[src/rtl/sdram_arb_pkg.sv]
`default_nettype none
// ============================================================================
//  sdram_arb_pkg
//  Shared constants and types for the three-port SDRAM slot arbiter.
//  Revision: 1.0 - initial release
// ============================================================================
package sdram_arb_pkg;

    localparam int NPORTS    = 3;
    localparam int PORT_CPU  = 0;
    localparam int PORT_DMA  = 1;
    localparam int PORT_SAVE = 2;

    // mem_sync is high for slot cycles 0..SYNC_HI_LAST
    localparam int SYNC_HI_LAST = 3;

    // The grant decision happens on the last cycle of a slot
    function automatic int decide_at(input int slot_len);
        return slot_len - 1;
    endfunction

    localparam int DECIDE_AT = decide_at(8);

    // Winner code; 3 means the slot is idle
    typedef enum logic [1:0] {
        GRANT_CPU  = 2'd0,
        GRANT_DMA  = 2'd1,
        GRANT_SAVE = 2'd2,
        GRANT_NONE = 2'd3
    } grant_t;

    // Lowest set bit of a port vector as a grant code, or GRANT_NONE
    function automatic grant_t lowest_set(input logic [NPORTS-1:0] v);
        grant_t r;
        r = GRANT_NONE;
        for (int i = NPORTS - 1; i >= 0; i--) begin
            if (v[i]) r = grant_t'(i[1:0]);
        end
        return r;
    endfunction

endpackage
`default_nettype wire

[src/rtl/sdram_arb_pick.sv]
`default_nettype none
// ============================================================================
//  sdram_arb_pick
//  Per-slot winner selection: fixed priority with starvation promotion and a
//  forced idle slot after a run of granted slots so refresh can happen.
//  Revision: 1.0 - initial release
// ============================================================================
module sdram_arb_pick
    import sdram_arb_pkg::*;
#(
    parameter int STARVE_MAX    = 4,
    parameter int REFRESH_SLOTS = 64
) (
    input  logic              clk,
    input  logic              reset_n,
    input  logic              decide,
    input  logic [NPORTS-1:0] req,
    output grant_t            grant_next,
    output grant_t            grant
);

    localparam logic [2:0] STARVE_LIM = 3'(STARVE_MAX);
    localparam logic [6:0] BUSY_LIM   = 7'(REFRESH_SLOTS);

    logic [NPORTS-1:0][2:0] wait_cnt;
    logic [6:0]             busy_cnt;
    logic [NPORTS-1:0]      starving;

    // A pending port that has lost too many slots in a row
    for (genvar i = 0; i < NPORTS; i++) begin : g_starve
        assign starving[i] = req[i] && (wait_cnt[i] >= STARVE_LIM);
    end

    // Refresh beats everything, then starving ports, then plain priority
    always_comb begin
        grant_next = GRANT_NONE;
        if (busy_cnt != BUSY_LIM) begin
            if (|starving) grant_next = lowest_set(starving);
            else           grant_next = lowest_set(req);
        end
    end

    // Register the decision and age the counters once per slot
    always_ff @(posedge clk or negedge reset_n) begin
        if (!reset_n) begin
            grant    <= GRANT_NONE;
            busy_cnt <= 7'd0;
            wait_cnt <= '0;
        end else if (decide) begin
            grant    <= grant_next;
            busy_cnt <= (grant_next == GRANT_NONE) ? 7'd0 : busy_cnt + 7'd1;
            for (int i = 0; i < NPORTS; i++) begin
                if (req[i] && (grant_next != grant_t'(i[1:0])))
                    wait_cnt[i] <= (wait_cnt[i] == 3'd7) ? 3'd7 : wait_cnt[i] + 3'd1;
                else
                    wait_cnt[i] <= 3'd0;
            end
        end
    end

endmodule
`default_nettype wire

[src/rtl/sdram_arbiter.sv]
`default_nettype none
// ============================================================================
//  sdram_arbiter
//  Slot scheduler sharing one SDRAM controller channel between the CPU, DMA
//  and save-state ports. Generates the slot strobe, muxes the winner onto the
//  controller and returns read data with a one-cycle acknowledge.
//  Revision: 1.0 - initial release
// ============================================================================
module sdram_arbiter
    import sdram_arb_pkg::*;
#(
    parameter int SLOT_LEN      = 8,
    parameter int READ_AT       = 7,
    parameter int STARVE_MAX    = 4,
    parameter int REFRESH_SLOTS = 64
) (
    input  logic                    clk,
    input  logic                    reset_n,
    input  logic [NPORTS-1:0]       req,
    input  logic [NPORTS-1:0]       we,
    input  logic [NPORTS-1:0][23:0] addr,
    input  logic [NPORTS-1:0][1:0]  ds,
    input  logic [NPORTS-1:0][15:0] din,
    output logic [15:0]             dout,
    output logic [NPORTS-1:0]       ack,
    output logic                    mem_sync,
    output logic                    mem_oe,
    output logic                    mem_we,
    output logic [23:0]             mem_addr,
    output logic [1:0]              mem_ds,
    output logic [15:0]             mem_din,
    input  logic [15:0]             mem_dout
);

    localparam int             SW        = $clog2(SLOT_LEN);
    localparam logic [SW-1:0]  LAST      = SW'(decide_at(SLOT_LEN));
    localparam logic [SW-1:0]  SYNC_OFF  = SW'(SYNC_HI_LAST);
    // ack is registered one cycle early so it is visible during READ_AT
    localparam logic [SW-1:0]  ACK_EDGE  = SW'(READ_AT - 1);

    logic [SW-1:0] slot;
    logic          decide;
    grant_t        grant_next;
    grant_t        grant;

    assign decide = (slot == LAST);

    sdram_arb_pick #(
        .STARVE_MAX    (STARVE_MAX),
        .REFRESH_SLOTS (REFRESH_SLOTS)
    ) u_pick (
        .clk        (clk),
        .reset_n    (reset_n),
        .decide     (decide),
        .req        (req),
        .grant_next (grant_next),
        .grant      (grant)
    );

    // Free-running slot cycle counter
    always_ff @(posedge clk or negedge reset_n) begin
        if (!reset_n) slot <= '0;
        else          slot <= decide ? '0 : slot + 1'b1;
    end

    // Slot strobe: rises entering cycle 0, falls entering cycle SYNC_HI_LAST+1
    always_ff @(posedge clk or negedge reset_n) begin
        if (!reset_n)              mem_sync <= 1'b0;
        else if (decide)           mem_sync <= 1'b1;
        else if (slot == SYNC_OFF) mem_sync <= 1'b0;
    end

    // Latch the winner's request for the whole next slot
    always_ff @(posedge clk or negedge reset_n) begin
        if (!reset_n) begin
            mem_oe   <= 1'b0;
            mem_we   <= 1'b0;
            mem_addr <= 24'd0;
            mem_ds   <= 2'd0;
            mem_din  <= 16'd0;
        end else if (decide) begin
            if (grant_next != GRANT_NONE) begin
                mem_oe   <= ~we[grant_next];
                mem_we   <= we[grant_next];
                mem_addr <= addr[grant_next];
                mem_ds   <= ds[grant_next];
                mem_din  <= din[grant_next];
            end else begin
                mem_oe   <= 1'b0;
                mem_we   <= 1'b0;
            end
        end
    end

    // One-cycle ack to the slot owner and read-data capture
    always_ff @(posedge clk or negedge reset_n) begin
        if (!reset_n) begin
            ack  <= '0;
            dout <= 16'd0;
        end else begin
            ack <= '0;
            if ((slot == ACK_EDGE) && (grant != GRANT_NONE)) begin
                ack[grant] <= 1'b1;
                if (mem_oe) dout <= mem_dout;
            end
        end
    end

endmodule
`default_nettype wire
[config.mk]
export PLATFORM = sky130hd
export DESIGN_NAME = sdram_arbiter
export DESIGN_NICKNAME = d
export VERILOG_FILES = /design/src/rtl/sdram_arb_pkg.sv /design/src/rtl/sdram_arb_pick.sv /design/src/rtl/sdram_arbiter.sv
export SDC_FILE = /design/constraint.sdc
export NUM_CORES = 1
export LEC_CHECK = 0
export BUFFER_PORTS_ARGS = -buffer_cell sky130_fd_sc_hd__buf_2
export CORE_ASPECT_RATIO = 0.5
export CORE_MARGIN = 4
export CORE_UTILIZATION = 35
export CTS_CLUSTER_DIAMETER = 50
export CTS_CLUSTER_SIZE = 12
export DETAILED_ROUTE_END_ITERATION = 10
export GPL_ROUTABILITY_DRIVEN = 1
export GPL_TIMING_DRIVEN = 0
export REMOVE_ABC_BUFFERS = 1
export SLEW_MARGIN = 20
export SYNTH_ARGS = -nofsm -noshare
export SYNTH_HDL_FRONTEND = slang
export SYNTH_SLANG_ARGS = --single-unit
export TNS_END_PERCENT = 20
[constraint.sdc]
create_clock -name clk -period 2.4 [get_ports clk]
set_input_delay 0.24 -clock clk [delete_from_list [all_inputs] [get_ports clk]]
set_output_delay 0.24 -clock clk [all_outputs]
set_load 0.02 [all_outputs]
### Yosys cells after proc, flatten, opt, wreduce, memory -nomap -nowiden

Cells that the tools add are included.

* $add $sub $neg: 5
* $mul: 0
* div/mod/pow operators: 0
* magnitude comparators: 6
* equality and inequality tests: 12
* shifts and indexed selects: 0
* muxes and demuxes: 31
* bitwise gates (word level): 1
* reductions and logical operators: 13

Operators by type and width (number)
* $bmux 24 s2: 1
* $bmux 16 s2: 1
* $mux 24: 1
* $mux 3: 8
* $mux 16: 1
* $eq 3x3->1 const B: 5
* $mux 2: 7
* $add 3x1->3 const B: 4
* $ge 3x3->1 const B: 3
* $logic_and 1x1->1: 8
* $mux 1: 8
* $add 7x1->7 const B: 1
* $mux 7: 1
* $ne 7x7->1 const B: 1
* $lt 2x3->1 const B: 2
* $ne 2x2->1 const B: 3
* $bmux 2 s2: 1
* $reduce_and 2->1: 2
* $reduce_bool 2->1: 2
* $eq 3x2->1 const B: 1
* $reduce_or 3->1: 1
* $bmux 1 s2: 1
* $demux 1 s2: 1
* $eq 2x2->1 const B: 1
* 3 further kinds: 3

* flip-flop bits (word level): 85
* latch bits: 0
* bits in writable memories: 0
* memory bits (read-only): 0
* input port bits: 150
* output and inout port bits: 64
* word-level logic and storage cells: 82
* memories: 0

### Depth between registers and ports, before layout

* depth in word-level cells: 11
* gate-level depth with buffers: 9
* depth with buffers taken out: 7

### By module

Synthesis repeated with hierarchy kept, for this count alone.

* cells, all modules: 453
* area total of the unflattened synthesis: 5056.1 µm²

By module, submodules not included
* sdram_arbiter: instances 1, cells an instance 350, area an instance 4038.9 µm², seq. area each 1676.6 µm²
* sdram_arb_pick: instances 1, cells an instance 103, area an instance 1017.2 µm², seq. area each 452.9 µm²

### Worst setup path after synthesis

Ideal clock, no wire load.

* path type: reg-to-reg
* start point: register slot[0]
* end point: register mem_addr[18]
* library setup time: 82 ps
* arrival: 1673 ps
* required time: 2318 ps
* path slack: 645 ps
* cell stages (with the launch flop): 10
* path buffers: 2
* period minus slack after synthesis: 1755 ps
* cells stage by stage: dfrtp_1 > ha_1 > ha_1 > buf_2 > inv_1 > a31o_2 > a21oi_4 > buf_2 > nor2_1 > a31oi_1

* longest elaborated chain between the ends: 2

Ends and longest elaborated chain
* start: declaration: RTL line sdram_arbiter.sv:41 `logic [SW-1:0] slot;`
* start signal: assignment: RTL line sdram_arbiter.sv:63 `else slot <= decide ? '0 : slot + 1'b1;`
* $eq 3x3->1: RTL line sdram_arbiter.sv:46 `assign decide = (slot == LAST);`
* via decide: RTL line sdram_arbiter.sv:42 `logic decide;`
* $reduce_and 2->1 (no source line)
* end signal: assignment: RTL line sdram_arbiter.sv:85 `mem_addr <= addr[grant_next];`
* end: declaration: RTL line sdram_arbiter.sv:29 `output logic [23:0] mem_addr,`

The timed path passes the listed nets, and every way through them passes these cells.
A chain may end at the register's enable or synchronous reset.

### Worst setup path in the final report

* start point: register u_pick.wait_cnt[5] (netlist bit)
* end point: register mem_addr[13]

* longest elaborated chain between the ends: 8
* elaborated cells on any way between the ends: 11
* those cells by class: order compare: 1; eq/ne: 1; mux: 6; reduce/logical: 3

Ends and longest elaborated chain
* start: declaration: RTL line sdram_arb_pick.sv:25 `logic [NPORTS-1:0][2:0] wait_cnt;`
* start signal: indexed assignment: RTL line sdram_arb_pick.sv:54 `wait_cnt[i] <= (wait_cnt[i] == 3'd7) ? 3'd7 : wait_cnt[i] + 3'd1;`
* $ge 3x3->1 *: RTL line sdram_arb_pick.sv:31 `assign starving[i] = req[i] && (wait_cnt[i] >= STARVE_LIM);`
* $logic_and 1x1->1 *: RTL line sdram_arb_pick.sv:31
* $mux 2 (2 in series): RTL line sdram_arb_pkg.sv:37 `if (v[i]) r = grant_t'(i[1:0]);`
* $mux 2 *: RTL line sdram_arb_pick.sv:38 `if (|starving) grant_next = lowest_set(starving);`
* $mux 2 *: RTL line sdram_arb_pick.sv:37 `if (busy_cnt != BUSY_LIM) begin`
* $bmux 24 s2 / $ne 2x2->1 (equally long branches): RTL line sdram_arbiter.sv:85, sdram_arbiter.sv:82
* $mux 24 (not written as such) / $reduce_and 2->1 (equally long branches)

Every way passes the cells marked *; elsewhere a longest branch is shown, timed or not. The select of a mux whose other input is x is not followed.

==> reports/results.ini <==
[flow_run]
max_cap_viol_count=0

[setup_path]
cp_slowest_cell=nor3_4
crit_chain=and2b_1 > o221ai_4 > buf_16 > nor3_4 > nand2_1 > a31oi_1
endpoint_kind=flop
crit_type=reg2reg
crit_family=simple AND/OR/NAND/NOR gates
crit_arrival_ns=2.47
cp.buffers_inverters=1
required_ns=2.65
crit_path_start_kind=flop
critical_path.max_stage_delay_ns=0.70
path_max_fanout=27

[yosys]
yosys_most_used_dff=dfrtp_1
ys_seq_elements=85
synth_simple_gate_area_frac=0.134
synth_compound_area_frac=0.221
synth.largest_area_cell=dfrtp_1
yosysWarnings=0
synth_edf_count=0
synth_area_sq_um=4230
ys_types=39
synth_area_leaders=dfrtp_1 (49%), a21oi_1 (6.0%), a31oi_1 (5.8%), o21ai_0 (5.3%), nand2_1 (5.0%)
synth_top_family_by_area=compound AO/OA/AOI/OAI gates
syn_inst=446
yosys.area_share.adder=0.0266
synthXorXnorAreaFrac=0.00828
ys_seq_area_frac=0.503
syn_avg_cell_area_sq_um=9.49
synth_common_cells=dfrtp_1 (83), nand2_1 (56), a21oi_1 (51)
synthMuxAreaShare=0.0570
synth_most_common_cell=dfrtp_1
synthArstFlopShare=1.00
synth.top_cell.area_share=0.491

[cts]
clk_pin_slew_ns=0.07
cts_tree=built
clock-root-buffer=clkbuf_16
worstSkewPairLatency_ns=0.33
cts_sinks=85
clk_path_buf_depth=2
htreeDepth=3
cts_buffers=9

[sta]
slew_viol_final=0
maxSlewHeadroom=0.433
whs_ns=0.140
hold_viol_final=0
finalSetupViolations=0
rsz0062_at_grt=yes
skew_ns=0.00571
period_share=0.923
period_needed_ns=2.22
clock.fmax_ghz=0.451
worstMarginPinSlew_ns=0.847

[final_layout]
diodes=0
fin_nets=811
post-route-cell-area_sq_um=5920
area_delta_synth_final_pct=39.8
drive_gt1_frac=0.412

[power]
vdd_ir_drop_max_mv=0.371
power_density_nw_per_um2=773
p_leak_nw=2.85
total_power_mw=4.57

[global_routing]
grt_first_pass_wirelength_microns=21000
antenna_found_initial=0
grt_pass1_vias=4277
grtUsageTotal=0.186
grt_max_degree=56
overflow=0

[placed_design]
gp_congestion=0.804
dpl_cell_area_sq_um=5520
dp.final_hpwl_microns=9390
portBuffers=213

[route]
vias=4160
dr.pass1.iters=4
avgViaCountPerCell=5.06
routed_wirelength_microns=13300
routedWlPerCell_microns=16.2
drtIter0Drc=169
post-route-drc-count=0
ant_nets=0

[die]
die_area_sq_um=14000
fp.dieW_microns=164
num_rows=28
die_height_microns=85.8
num_io_pins=214
coreArea_sq_um=11800
initial_core_util=0.359

[hold_path]
hold_path.class=in2reg

[outcome]
status=complete, no violations

[layer usage]
layer,vias to the layer above,wire length [microns],track usage
li1,1996,-,-
met1,2045,5820,0.237
met2,99,6760,0.326
met3,20,496,0.0365
met4,0,239,0.0510
met5,-,0,0
[layout by cell type (no fill, tap or decap), types with 2 or more instances in the layout]
| master | count |
|---|---|
| buf_2 | 212 |
| dfrtp_1 | 83 |
| nand2_1 | 56 |
| a21oi_1 | 51 |
| nor2_1 | 50 |
| o21ai_0 | 45 |
| a31oi_1 | 39 |
| mux2_2 | 17 |
| clkbuf_16 | 9 |
| ha_1 | 8 |
| inv_1 | 7 |
| buf_16 | 6 |
| o2bb2ai_1 | 5 |
| mux2i_1 | 5 |
| o21a_1 | 5 |
| nand2b_1 | 4 |
| o211ai_1 | 4 |
| clkinvlp_4 | 3 |
| nand3b_1 | 3 |
| o31ai_1 | 3 |
| nand4_1 | 3 |
| xor2_1 | 3 |
| buf_4 | 3 |
| nor3b_1 | 2 |
| and3_1 | 2 |
| nand3_1 | 2 |
| inv_6 | 2 |
| buf_6 | 2 |
| dfstp_2 | 2 |
[kinds of logic after synthesis]
family,count (synthesis)
adder cells (fa/ha/maj),9
AND/OR/NAND/NOR,129
XOR/XNOR,4
flip-flops,85
multiplexers,22
AO/OA/AOI/OAI,158
buffers and inverters,39
[worst paths after layout]
check / start / endpoint / slack (ns) / depth (start not counted)
max in group asynchronous: reset_n / u_pick.grant[0] / 1.43 / 3
worst max register to register: u_pick.wait_cnt[5] / mem_addr[13] / 0.18 / 6
min in group asynchronous: reset_n / dout[4] / 0.36 / 2
worst max-delay path: u_pick.wait_cnt[5] / mem_addr[13] / 0.18 / 6
worst min register to register: slot[0] / slot[0] / 0.46 / 1
worst min-delay path: mem_dout[11] / dout[11] / 0.14 / 2
[flip-flops by register name, summed over array words and instances (netlist names), 3 cells and up]
register,count
mem_addr,24
u_pick.wait_cnt,9
u_pick.busy_cnt,7
dout,16
mem_din,16
ack,3
slot,3
[final cells by class]
type	instances	area [sq um]
Timing Repair Buffer	225	1300
Sequential cell	85	2130
Clock inverter	7	82.6
Clock buffer	9	225
Inverter	8	33.8
Tap cell	165	206
Fill cell	1151	5890
Multi-Input combinational cell	323	1940
[power by group]
| group | internal (mW) | switching, mW | leakage, nW | total (mW) |
|---|---|---|---|---|
| clock | 0.823 | 0.602 | 0.145 | 1.43 |
| combinational | 0.509 | 0.757 | 1.68 | 1.27 |
| sequential | 1.71 | 0.174 | 1.03 | 1.88 |
| total | 3.04 | 1.53 | 2.85 | 4.57 |
[stage by stage]
stage | utilization | setup TNS (ns) | cells | setup slack, ns
floorplan | - | -19.11 | 415 | -0.471
global placement | 0.451 | -92.58 | 793 | -1.86
detailed placement | 0.468 | -46.22 | 800 | -1.14
CTS | 0.500 | 0 | 821 | 0.0745
global route | 0.501 | -0.00983 | 822 | -0.00983
finish | 0.501 | 0 | 822 | 0.185
[what timing repair did]
item | in CTS | in global routing
setup buffers | 3 | 1
hold buffers | 1 | 0
gates resized for setup | 6 | 0
endpoints found under the hold margin | 30 | 0
endpoints found under the setup margin | 49 | 8
cloned | 1 | 0
No activity file was read; power rests on OpenSTA's default activity.
